<file path="src/rtl/axi_read_arbiter_pkg.sv">
// Shared types and constants for the two-master AXI read arbiter.
// Imported by the arbiter and by anything that drives or observes it.
package axi_read_arbiter_pkg;

    typedef enum logic [1:0] {
        ST_IDLE,
        ST_ADDR,
        ST_DATA
    } arb_state_e;

    localparam logic [2:0] AXI_SIZE_2B     = 3'd1;
    localparam logic [2:0] AXI_SIZE_4B     = 3'd2;
    localparam logic [1:0] AXI_BURST_FIXED = 2'd0;
    localparam logic [1:0] AXI_BURST_INCR  = 2'd1;

    localparam logic [1:0] GRANT_NONE = 2'b00;
    localparam logic [1:0] GRANT_M0   = 2'b01;
    localparam logic [1:0] GRANT_M1   = 2'b10;

    // rr_ptr = 0 prefers M0, 1 prefers M1; fixed priority always favours M1.
    function automatic logic [1:0] pick_winner(input logic req0, input logic req1,
                                               input logic fixed_prio, input logic rr_ptr);
        logic [1:0] w;
        w = GRANT_NONE;
        if (req0 && req1)
            w = (fixed_prio || rr_ptr) ? GRANT_M1 : GRANT_M0;
        else if (req1)
            w = GRANT_M1;
        else if (req0)
            w = GRANT_M0;
        return w;
    endfunction

endpackage

</file>
<file path="src/rtl/axi_read_arbiter_if.sv">
// AXI read address/data channel bundle; "self" is the view of the block
// serving a master, "master" is the view of the block driving a slave.
interface axi_read_if;
    logic        arvalid;
    logic [31:0] araddr;
    logic [7:0]  arlen;
    logic [2:0]  arsize;
    logic [1:0]  arburst;
    logic        arready;
    logic        rvalid;
    logic        rready;
    logic [31:0] rdata;
    logic        rlast;

    modport self (
        input  arvalid, araddr, arlen, arsize, arburst, rready,
        output arready, rvalid, rdata, rlast
    );

    modport master (
        output arvalid, araddr, arlen, arsize, arburst, rready,
        input  arready, rvalid, rdata, rlast
    );
endinterface

</file>
<file path="src/rtl/axi_read_arbiter.sv">
// Two-master AXI read arbiter: one outstanding burst at a time, round-robin or
// fixed M1 priority, with a beat-count/rlast consistency monitor.
module axi_read_arbiter
    import axi_read_arbiter_pkg::*;
#(
    parameter int FIXED_PRIO = 0
) (
    input  logic              clk,
    input  logic              rst_n,
    axi_read_if.self          m0_axi_read_if,
    axi_read_if.self          m1_axi_read_if,
    axi_read_if.master        s_axi_read_if,
    output logic [1:0]        grant,
    output logic              burst_err
);

    arb_state_e state;
    logic       rr_ptr;
    logic [7:0] len_q;
    logic [7:0] beat_cnt;

    logic       in_addr;
    logic       in_data;
    logic       sel_m1;
    logic       ar_fire;
    logic       r_fire;
    logic [7:0] granted_arlen;
    logic [1:0] winner;

    assign in_addr       = (state == ST_ADDR);
    assign in_data       = (state == ST_DATA);
    assign sel_m1        = grant[1];
    assign granted_arlen = sel_m1 ? m1_axi_read_if.arlen : m0_axi_read_if.arlen;
    assign winner        = pick_winner(m0_axi_read_if.arvalid, m1_axi_read_if.arvalid,
                                       FIXED_PRIO != 0, rr_ptr);
    assign ar_fire       = in_addr && s_axi_read_if.arvalid && s_axi_read_if.arready;
    assign r_fire        = in_data && s_axi_read_if.rvalid && s_axi_read_if.rready;

    // Slave side: address channel only in ADDR, rready only in DATA.
    always_comb begin
        s_axi_read_if.arvalid = 1'b0;
        s_axi_read_if.araddr  = '0;
        s_axi_read_if.arlen   = '0;
        s_axi_read_if.arsize  = '0;
        s_axi_read_if.arburst = '0;
        s_axi_read_if.rready  = 1'b0;
        if (in_addr) begin
            if (sel_m1) begin
                s_axi_read_if.arvalid = m1_axi_read_if.arvalid;
                s_axi_read_if.araddr  = m1_axi_read_if.araddr;
                s_axi_read_if.arlen   = m1_axi_read_if.arlen;
                s_axi_read_if.arsize  = m1_axi_read_if.arsize;
                s_axi_read_if.arburst = m1_axi_read_if.arburst;
            end else begin
                s_axi_read_if.arvalid = m0_axi_read_if.arvalid;
                s_axi_read_if.araddr  = m0_axi_read_if.araddr;
                s_axi_read_if.arlen   = m0_axi_read_if.arlen;
                s_axi_read_if.arsize  = m0_axi_read_if.arsize;
                s_axi_read_if.arburst = m0_axi_read_if.arburst;
            end
        end
        if (in_data)
            s_axi_read_if.rready = sel_m1 ? m1_axi_read_if.rready : m0_axi_read_if.rready;
    end

    // Master side: the non-granted master sees an idle, all-zero channel.
    always_comb begin
        m0_axi_read_if.arready = 1'b0;
        m0_axi_read_if.rvalid  = 1'b0;
        m0_axi_read_if.rdata   = '0;
        m0_axi_read_if.rlast   = 1'b0;
        m1_axi_read_if.arready = 1'b0;
        m1_axi_read_if.rvalid  = 1'b0;
        m1_axi_read_if.rdata   = '0;
        m1_axi_read_if.rlast   = 1'b0;
        if (in_addr) begin
            if (grant[0]) m0_axi_read_if.arready = s_axi_read_if.arready;
            if (grant[1]) m1_axi_read_if.arready = s_axi_read_if.arready;
        end
        if (in_data) begin
            if (grant[0]) begin
                m0_axi_read_if.rvalid = s_axi_read_if.rvalid;
                m0_axi_read_if.rdata  = s_axi_read_if.rdata;
                m0_axi_read_if.rlast  = s_axi_read_if.rlast;
            end
            if (grant[1]) begin
                m1_axi_read_if.rvalid = s_axi_read_if.rvalid;
                m1_axi_read_if.rdata  = s_axi_read_if.rdata;
                m1_axi_read_if.rlast  = s_axi_read_if.rlast;
            end
        end
    end

    always_ff @(posedge clk or negedge rst_n) begin
        if (!rst_n) begin
            state     <= ST_IDLE;
            grant     <= GRANT_NONE;
            rr_ptr    <= 1'b0;
            len_q     <= '0;
            beat_cnt  <= '0;
            burst_err <= 1'b0;
        end else begin
            burst_err <= 1'b0;
            case (state)
                ST_IDLE: begin
                    if (winner != GRANT_NONE) begin
                        grant <= winner;
                        state <= ST_ADDR;
                    end
                end
                ST_ADDR: begin
                    if (ar_fire) begin
                        len_q    <= granted_arlen;
                        beat_cnt <= '0;
                        state    <= ST_DATA;
                    end
                end
                ST_DATA: begin
                    if (r_fire) begin
                        beat_cnt  <= beat_cnt + 8'd1;
                        // beat_cnt is the index of the beat being accepted.
                        burst_err <= s_axi_read_if.rlast ? (beat_cnt != len_q)
                                                         : (beat_cnt == len_q);
                        if (s_axi_read_if.rlast) begin
                            state <= ST_IDLE;
                            grant <= GRANT_NONE;
                            if (FIXED_PRIO == 0)
                                rr_ptr <= grant[0];
                        end
                    end
                end
                default: state <= ST_IDLE;
            endcase
        end
    end

endmodule

</file>
<file path="src/flat_wrapper.sv">
// flat-port wrapper written by rule: the top's interface ports become plain ports
module axi_read_arbiter_flat import axi_read_arbiter_pkg::*;
#(
    parameter int FIXED_PRIO = 0
)
  (clk, rst_n, grant, burst_err, m0_axi_read_if_arvalid, m0_axi_read_if_araddr, m0_axi_read_if_arlen, m0_axi_read_if_arsize, m0_axi_read_if_arburst, m0_axi_read_if_rready, m0_axi_read_if_arready, m0_axi_read_if_rvalid, m0_axi_read_if_rdata, m0_axi_read_if_rlast, m1_axi_read_if_arvalid, m1_axi_read_if_araddr, m1_axi_read_if_arlen, m1_axi_read_if_arsize, m1_axi_read_if_arburst, m1_axi_read_if_rready, m1_axi_read_if_arready, m1_axi_read_if_rvalid, m1_axi_read_if_rdata, m1_axi_read_if_rlast, s_axi_read_if_arvalid, s_axi_read_if_araddr, s_axi_read_if_arlen, s_axi_read_if_arsize, s_axi_read_if_arburst, s_axi_read_if_rready, s_axi_read_if_arready, s_axi_read_if_rvalid, s_axi_read_if_rdata, s_axi_read_if_rlast);
  axi_read_if m0_axi_read_if_i ();
  axi_read_if m1_axi_read_if_i ();
  axi_read_if s_axi_read_if_i ();
  input  logic clk;
  input  logic rst_n;
  output logic [1:0] grant;
  output logic burst_err;
  input wire logic [$bits(m0_axi_read_if_i.arvalid)-1:0] m0_axi_read_if_arvalid;
  input wire logic [$bits(m0_axi_read_if_i.araddr)-1:0] m0_axi_read_if_araddr;
  input wire logic [$bits(m0_axi_read_if_i.arlen)-1:0] m0_axi_read_if_arlen;
  input wire logic [$bits(m0_axi_read_if_i.arsize)-1:0] m0_axi_read_if_arsize;
  input wire logic [$bits(m0_axi_read_if_i.arburst)-1:0] m0_axi_read_if_arburst;
  input wire logic [$bits(m0_axi_read_if_i.rready)-1:0] m0_axi_read_if_rready;
  output wire logic [$bits(m0_axi_read_if_i.arready)-1:0] m0_axi_read_if_arready;
  output wire logic [$bits(m0_axi_read_if_i.rvalid)-1:0] m0_axi_read_if_rvalid;
  output wire logic [$bits(m0_axi_read_if_i.rdata)-1:0] m0_axi_read_if_rdata;
  output wire logic [$bits(m0_axi_read_if_i.rlast)-1:0] m0_axi_read_if_rlast;
  input wire logic [$bits(m1_axi_read_if_i.arvalid)-1:0] m1_axi_read_if_arvalid;
  input wire logic [$bits(m1_axi_read_if_i.araddr)-1:0] m1_axi_read_if_araddr;
  input wire logic [$bits(m1_axi_read_if_i.arlen)-1:0] m1_axi_read_if_arlen;
  input wire logic [$bits(m1_axi_read_if_i.arsize)-1:0] m1_axi_read_if_arsize;
  input wire logic [$bits(m1_axi_read_if_i.arburst)-1:0] m1_axi_read_if_arburst;
  input wire logic [$bits(m1_axi_read_if_i.rready)-1:0] m1_axi_read_if_rready;
  output wire logic [$bits(m1_axi_read_if_i.arready)-1:0] m1_axi_read_if_arready;
  output wire logic [$bits(m1_axi_read_if_i.rvalid)-1:0] m1_axi_read_if_rvalid;
  output wire logic [$bits(m1_axi_read_if_i.rdata)-1:0] m1_axi_read_if_rdata;
  output wire logic [$bits(m1_axi_read_if_i.rlast)-1:0] m1_axi_read_if_rlast;
  output wire logic [$bits(s_axi_read_if_i.arvalid)-1:0] s_axi_read_if_arvalid;
  output wire logic [$bits(s_axi_read_if_i.araddr)-1:0] s_axi_read_if_araddr;
  output wire logic [$bits(s_axi_read_if_i.arlen)-1:0] s_axi_read_if_arlen;
  output wire logic [$bits(s_axi_read_if_i.arsize)-1:0] s_axi_read_if_arsize;
  output wire logic [$bits(s_axi_read_if_i.arburst)-1:0] s_axi_read_if_arburst;
  output wire logic [$bits(s_axi_read_if_i.rready)-1:0] s_axi_read_if_rready;
  input wire logic [$bits(s_axi_read_if_i.arready)-1:0] s_axi_read_if_arready;
  input wire logic [$bits(s_axi_read_if_i.rvalid)-1:0] s_axi_read_if_rvalid;
  input wire logic [$bits(s_axi_read_if_i.rdata)-1:0] s_axi_read_if_rdata;
  input wire logic [$bits(s_axi_read_if_i.rlast)-1:0] s_axi_read_if_rlast;
  assign m0_axi_read_if_i.arvalid = m0_axi_read_if_arvalid;
  assign m0_axi_read_if_i.araddr = m0_axi_read_if_araddr;
  assign m0_axi_read_if_i.arlen = m0_axi_read_if_arlen;
  assign m0_axi_read_if_i.arsize = m0_axi_read_if_arsize;
  assign m0_axi_read_if_i.arburst = m0_axi_read_if_arburst;
  assign m0_axi_read_if_i.rready = m0_axi_read_if_rready;
  assign m0_axi_read_if_arready = m0_axi_read_if_i.arready;
  assign m0_axi_read_if_rvalid = m0_axi_read_if_i.rvalid;
  assign m0_axi_read_if_rdata = m0_axi_read_if_i.rdata;
  assign m0_axi_read_if_rlast = m0_axi_read_if_i.rlast;
  assign m1_axi_read_if_i.arvalid = m1_axi_read_if_arvalid;
  assign m1_axi_read_if_i.araddr = m1_axi_read_if_araddr;
  assign m1_axi_read_if_i.arlen = m1_axi_read_if_arlen;
  assign m1_axi_read_if_i.arsize = m1_axi_read_if_arsize;
  assign m1_axi_read_if_i.arburst = m1_axi_read_if_arburst;
  assign m1_axi_read_if_i.rready = m1_axi_read_if_rready;
  assign m1_axi_read_if_arready = m1_axi_read_if_i.arready;
  assign m1_axi_read_if_rvalid = m1_axi_read_if_i.rvalid;
  assign m1_axi_read_if_rdata = m1_axi_read_if_i.rdata;
  assign m1_axi_read_if_rlast = m1_axi_read_if_i.rlast;
  assign s_axi_read_if_arvalid = s_axi_read_if_i.arvalid;
  assign s_axi_read_if_araddr = s_axi_read_if_i.araddr;
  assign s_axi_read_if_arlen = s_axi_read_if_i.arlen;
  assign s_axi_read_if_arsize = s_axi_read_if_i.arsize;
  assign s_axi_read_if_arburst = s_axi_read_if_i.arburst;
  assign s_axi_read_if_rready = s_axi_read_if_i.rready;
  assign s_axi_read_if_i.arready = s_axi_read_if_arready;
  assign s_axi_read_if_i.rvalid = s_axi_read_if_rvalid;
  assign s_axi_read_if_i.rdata = s_axi_read_if_rdata;
  assign s_axi_read_if_i.rlast = s_axi_read_if_rlast;
  axi_read_arbiter #(.FIXED_PRIO(FIXED_PRIO)) u_core (.clk(clk), .rst_n(rst_n), .m0_axi_read_if(m0_axi_read_if_i), .m1_axi_read_if(m1_axi_read_if_i), .s_axi_read_if(s_axi_read_if_i), .grant(grant), .burst_err(burst_err));
endmodule
</file>
<file path="config.mk">
export PLATFORM = sky130hd
export DESIGN_NAME = axi_read_arbiter_flat
export DESIGN_NICKNAME = d
export VERILOG_FILES = /design/src/rtl/axi_read_arbiter_pkg.sv /design/src/rtl/axi_read_arbiter_if.sv /design/src/rtl/axi_read_arbiter.sv /design/src/flat_wrapper.sv
export SDC_FILE = /design/constraint.sdc
export NUM_CORES = 1
export LEC_CHECK = 0
export ABC_AREA = 1
export BUFFER_PORTS_ARGS = -buffer_cell sky130_fd_sc_hd__buf_2
export CAP_MARGIN = 0
export CORE_AREA = 2 2 97 99
export CTS_CLUSTER_SIZE = 20
export DETAILED_ROUTE_END_ITERATION = 8
export DIE_AREA = 0 0 99 101
export PLACE_DENSITY = 0.61
export SLEW_MARGIN = 20
export SYNTH_ARGS = -nofsm -noshare
export SYNTH_HDL_FRONTEND = slang
export SYNTH_SLANG_ARGS = --single-unit
export TNS_END_PERCENT = 10
</file>
<file path="constraint.sdc">
create_clock -name clk -period 2 [get_ports clk]
set_clock_uncertainty 0.2 [all_clocks]
set_input_delay 0 -clock clk [delete_from_list [all_inputs] [get_ports clk]]
set_output_delay 0 -clock clk [all_outputs]
set_load 0.005 [all_outputs]
</file>
Word-level counts from Yosys, hierarchy flattened
Cells that the tools add are included.

Register bits: 22. Bits in latches: 0. Memory bits (writable): 0. Memory bits (read-only): 0. Input bits: 131. Output and inout bits: 120. Word-level logic and storage cells: 74. Memories: 0.

$add $sub $neg: 1. $mul: 0. Divide/modulo/power cells: 0. Magnitude comparators: 0. Equal/unequal tests: 8. Shifts and indexed selects: 0. Multiplexer cells: 45. Bitwise operators: 0. Reduce and logical (&&, ||, !) cells: 14.

Operators with widths (number): 2-to-1 mux 32 bit (6); 2-to-1 mux 8 bit (4); 2-to-1 mux 1 bit (20); 2-to-1 mux 2 bit (10); one-hot mux 8 bit (2 select lines) (1); adder 8 x 1 -> 8 bit (second input constant) (1); == test 8 bit (1); != test 8 bit (1); AND reduction 4 bit (2); 2-to-1 mux 3 bit (2); != test 2 bit (second input constant) (3); one-hot mux 2 bit (3 select lines) (1); AND reduction 3 bit (2); nonzero test 2 bit (3); logical AND 1 bit (5); one-hot mux 2 bit (2 select lines) (1); == test 2 x 1 -> 1 bit (second input constant) (1); == test 2 bit (second input constant) (1); logical NOT 2 bit (1); != test 2 x 1 -> 1 bit (second input constant) (1); AND reduction 2 bit (1).

Logic depth before layout (Yosys ltp)
Word-level depth: 6. Gate-level depth with buffers: 10. Depth with buffers taken out: 9.

Worst setup path after synthesis
OpenSTA, ideal clock, no wires.

Path kind: reg-to-reg. From: register u_core.grant[1]. To: register u_core.beat_cnt[2]. Setup time: 118 ps. Arrival: 1178 ps. Data required time: 1682 ps. Slack: 504 ps. Cell stages (with the launch flop): 11. Path buffers: 2. Period minus slack after synthesis: 1496 ps. Path through: dfrtp_1 -> buf_6 -> inv_2 -> nand2_1 -> nand2_1 -> nand3_2 -> nand2_4 -> nand2_2 -> buf_6 -> nand2_1 -> o21ai_2.

Cells in the longest elaborated chain, start to end: 6. Elaborated cells on any way between the ends: 10. Classes of those cells: eq/ne: 2; mux: 4; reduce/logical: 4.

RTL lines: start: declaration (line axi_read_arbiter.sv:13) `output logic [1:0] grant,`; start signal: assignment (line axi_read_arbiter.sv:107) `grant <= winner;`; 2-to-1 mux 1 bit (line axi_read_arbiter.sv:48) `if (sel_m1) begin`; 2-to-1 mux 1 bit (line axi_read_arbiter.sv:47) `if (in_addr) begin`; logical AND 1 bit (2 in series) (line axi_read_arbiter.sv:36) `assign ar_fire = in_addr && s_axi_read_if.arvalid && s_axi_read_if.arready;`; != test 2 bit (no source line); AND reduction 3 bit (no source line) *; end signal: assignment (line axi_read_arbiter.sv:120) `beat_cnt <= beat_cnt + 8'd1;`; end: declaration (line axi_read_arbiter.sv:20) `logic [7:0] beat_cnt;`.

Mark *: on every way between the ends. The rest lies on a longest branch, timed or not. A chain may end at the register's enable or synchronous reset.

Worst setup path after layout
From: register u_core.state[1]. To: register u_core.grant[0].

Cells in the longest elaborated chain, start to end: 5. Elaborated cells on any way between the ends: 11. Classes of those cells: eq/ne: 4; mux: 2; reduce/logical: 5.

RTL lines: start: declaration (line axi_read_arbiter.sv:17) `arb_state_e state;`; start signal: assignment (line axi_read_arbiter.sv:96) `state <= ST_IDLE;`; start signal: assignment (line axi_read_arbiter.sv:108) `state <= ST_ADDR;`; start signal: assignment (line axi_read_arbiter.sv:115) `state <= ST_DATA;`; == test 2 bit (line axi_read_arbiter.sv:31, axi_read_arbiter.sv:104); 2-to-1 mux 1 bit or logical AND 1 bit (tied branches) (line axi_read_arbiter.sv:62, axi_read_arbiter.sv:37); logical AND 1 bit (line axi_read_arbiter.sv:37) `assign r_fire = in_data && s_axi_read_if.rvalid && s_axi_read_if.rready;`; != test 2 bit (no source line); AND reduction 4 bit (no source line).

Several ways; a longest one is shown, not always the timed one.

==> out/metrics.yaml <==
drt_first_pass_iters: 4
worstHoldPathType: "in -> reg"
combPwrFrac_pct: 69.0
dp_hpwl_mm: 7.42
yosys.area.top_type: "dfrtp_1"
grt_max_degree: 48
setup_viol: 0
synth_nets: 551
p_int_uw: 1670
die_y_um: 101
io-pin-count: 251
cts_tree: "done"
root_buffer: "clkbuf_8"
worst_pin_slew_ns: 0.495
clockBufferDepth: 2
crit_required_ns: 2.02
antenna_cells: 0
row_count: 35
p_per_area_nw_per_um2: 820
multiInputGateArea_um2: 1460
crit_fanout: 11
synth.area.top_cells: "dfrtp_1 24%, nand2_1 22%, nor2_1 13%"
pwr-share-clk_pct: 9.1
leakage_uw: 0.00256
ant_nets: 0
seq_area_um2: 552
place_congestion: 0.817
cts_sinks: 22
yosysMostFrequentCell: "nand2_1"
synth_warnings: 0
start_util_pct: 26.0
finalCritPeriodShare_pct: 93.8
synth_seq_cells: 22
io_buffers: 250
power_uw: 3250
cts_made_buffers: 3
start_kind: "register"
synth_edf_count: 0
syn_area_per_cell_um2: 5.58
worstSkewPairLatency_ns: 0.27
crit_chain: "nand2_2 -> inv_4 -> a211oi_1 -> dlygate4sd3_1 -> nand4_1 -> nand2_1"
area_growth_syn_to_layout_pct: 69.6
grt_use_met3_pct: 1.87
path_clk_slew_ns: 0.08
cp-end-kind: "register"
wl_per_cell_um: 11.7
p_switching_uw: 1580
cp_slowest_cell: "dlygate4sd3_1"
place_inst: 760
grt_busiest_layer: "met2"
setup_tns_ns: 0
hold_viol_final: 0
synth_top_area_share_pct: 23.5
fillers: 938
r2r_setup_slack_ns: 0.12
syn-cell-area_um2: 2340
rsz0062_at_grt: "false"
nets: 811
ir_worst_vdd_mv: 0.411
path_class: "reg -> reg"
drv_slew: 0
synth_common_cells: "135 x nand2_1, 83 x nor2_1, 55 x inv_1"
setup_ws_ns: 0.124
fmax_mhz: 533
stdcell_count: 789
num_vias: 3514
htree_levels: 1
layout-drive-gt1-share_pct: 40.9
core_um2: 8980
ys_seq_area_share_pct: 23.5
seq_power_share_pct: 21.9
period_minus_slack_ns: 1.88
wirelength_mm: 9.26
synth_top_flop_cell: "dfrtp_1"
grt_pass1_vias: 3199
maxSlewHeadroom_pct: 67.0
crit_buf_inv: 2
viasPerCell: 4.45
synth_cells: 419
gr-usage-met2_pct: 33.9
async_flop_share_pct: 100
grt_antenna_before_repair: 0
slowest_delay_ns: 0.62
hold-worst-slack_ns: 0.00791
p_sw_share_pct: 48.6
grt_usage_pct: 17.2
maxCapViolations: 0
path_delay_family: "buffers and inverters"
drcViolationCount: 0
dieArea_um2: 10000
arrival_ns: 1.89
ys_types: 30
status: "finished, final reports clean"
dieWidth_um: 99
grt_overflow: 0
drt-initial-drc-count: 122
grt_pass1_wl_mm: 14.4
use_met1_pct: 18.9
place_ws_ns: 0.252
[cell usage in the layout (no fill, tap or decap), drive strengths merged]
| cell | synthesis | layout |
|---|---|---|
| buf | 20 | 256 |
| nand2 | 139 | 139 |
| nor2 | 84 | 84 |
| inv | 58 | 58 |
| a21oi | 37 | 37 |
| dlygate4sd3 | 0 | 22 |
| dfrtp | 22 | 22 |
| o21ai | 21 | 21 |
| mux2i | 8 | 8 |
| nand3 | 8 | 8 |
| nand4 | 5 | 5 |
| clkbuf | 4 | 4 |
| xnor2 | 3 | 3 |
| nor3 | 2 | 2 |
| and3 | 1 | 1 |
| o22ai | 1 | 1 |
| or2 | 1 | 1 |
| a211oi | 1 | 1 |
| xor2 | 1 | 1 |
| o21bai | 1 | 1 |
| nand3b | 1 | 1 |
| ha | 1 | 1 |
| dlymetal6s4s | 0 | 1 |
[worst reg2reg max path, cell delays in order, from the launching register on]
cell           delay [ns]
dfrtp_1              0.43
nand2_2              0.12
inv_4                0.09
a211oi_1             0.18
dlygate4sd3_1        0.62
nand4_1              0.11
nand2_1              0.07
[state kept, by name (all words and copies together), names as in the netlist]
register and flops:
u_core.rr_ptr 1, u_core.len_q 8, u_core.burst_err 1, u_core.grant 2, u_core.state 2, u_core.beat_cnt 8
[per-layer routing]
metal / share of wire (%) / vias up
met5: 0 / -
met3: 6.4 / 15
met1: 38 / 1544
met4: 2.1 / 0
li1: - / 1794
met2: 54 / 161
[logic make-up (layout without fill, tap and decap cells)]
| kind of cell | Yosys count | count (layout) | share of synthesized area, % |
|---|---|---|---|
| mux | 8 | 8 | 3.42 |
| fa+ha+maj | 1 | 1 | 0.535 |
| flops | 22 | 22 | 23.5 |
| simple gates | 241 | 241 | 41.7 |
| buf+inv | 82 | 341 | 15.3 |
| compound gates | 61 | 61 | 14.0 |
| xor+xnor | 4 | 4 | 1.50 |
[stage by stage]
| step | cell area (um2) | utilization [%] |
|---|---|---|
| after floorplan | 2340 | - |
| after global placement | 3640 | 40.6 |
| after CTS | 3930 | 43.8 |
| final | 3970 | 44.2 |
| after global routing | 3970 | 44.2 |
| after detailed placement | 3640 | 40.6 |
[power groups by stage]
stage          Clock (uW)  Combinational (uW)  Sequential [uW]
3_5_place_dp            0                2150              718
6_report              296                2240              713
4_1_cts               305                2210              717
5_1_grt               320                2520              730
2_1_floorplan           0                1340              669
3_3_place_gp            0                2120              715
[layout make-up]
type                            count  area share, %
Sequential cell                    22           13.9
Timing Repair Buffer              279           39.2
Multi-Input combinational cell    315           36.7
Tap cell                          111           3.50
Clock buffer                        4           1.14
Inverter                           58           5.55
[worst paths after layout]
path | start | cells after the start | endpoint
worst max-delay path | u_core.state[1] | 6 | u_core.grant[0]
worst min-delay path | m0_axi_read_if_arvalid | 5 | u_core.state[0]
worst max register to register | u_core.state[1] | 6 | u_core.grant[0]
worst min register to register | u_core.len_q[2] | 2 | u_core.len_q[2]
max in group asynchronous | rst_n | 2 | u_core.grant[1]
min in group asynchronous | rst_n | 2 | u_core.len_q[6]
[timing repair]
action / in CTS / in global routing
pin swaps: 0 / 0
buffers inserted: 0 / 2
hold endpoints to repair: 37 / 0
hold buffers: 23 / 0
resized for setup: 2 / 5
endpoints found under the setup margin: 23 / 39
Power figures use the tool's default switching activity.
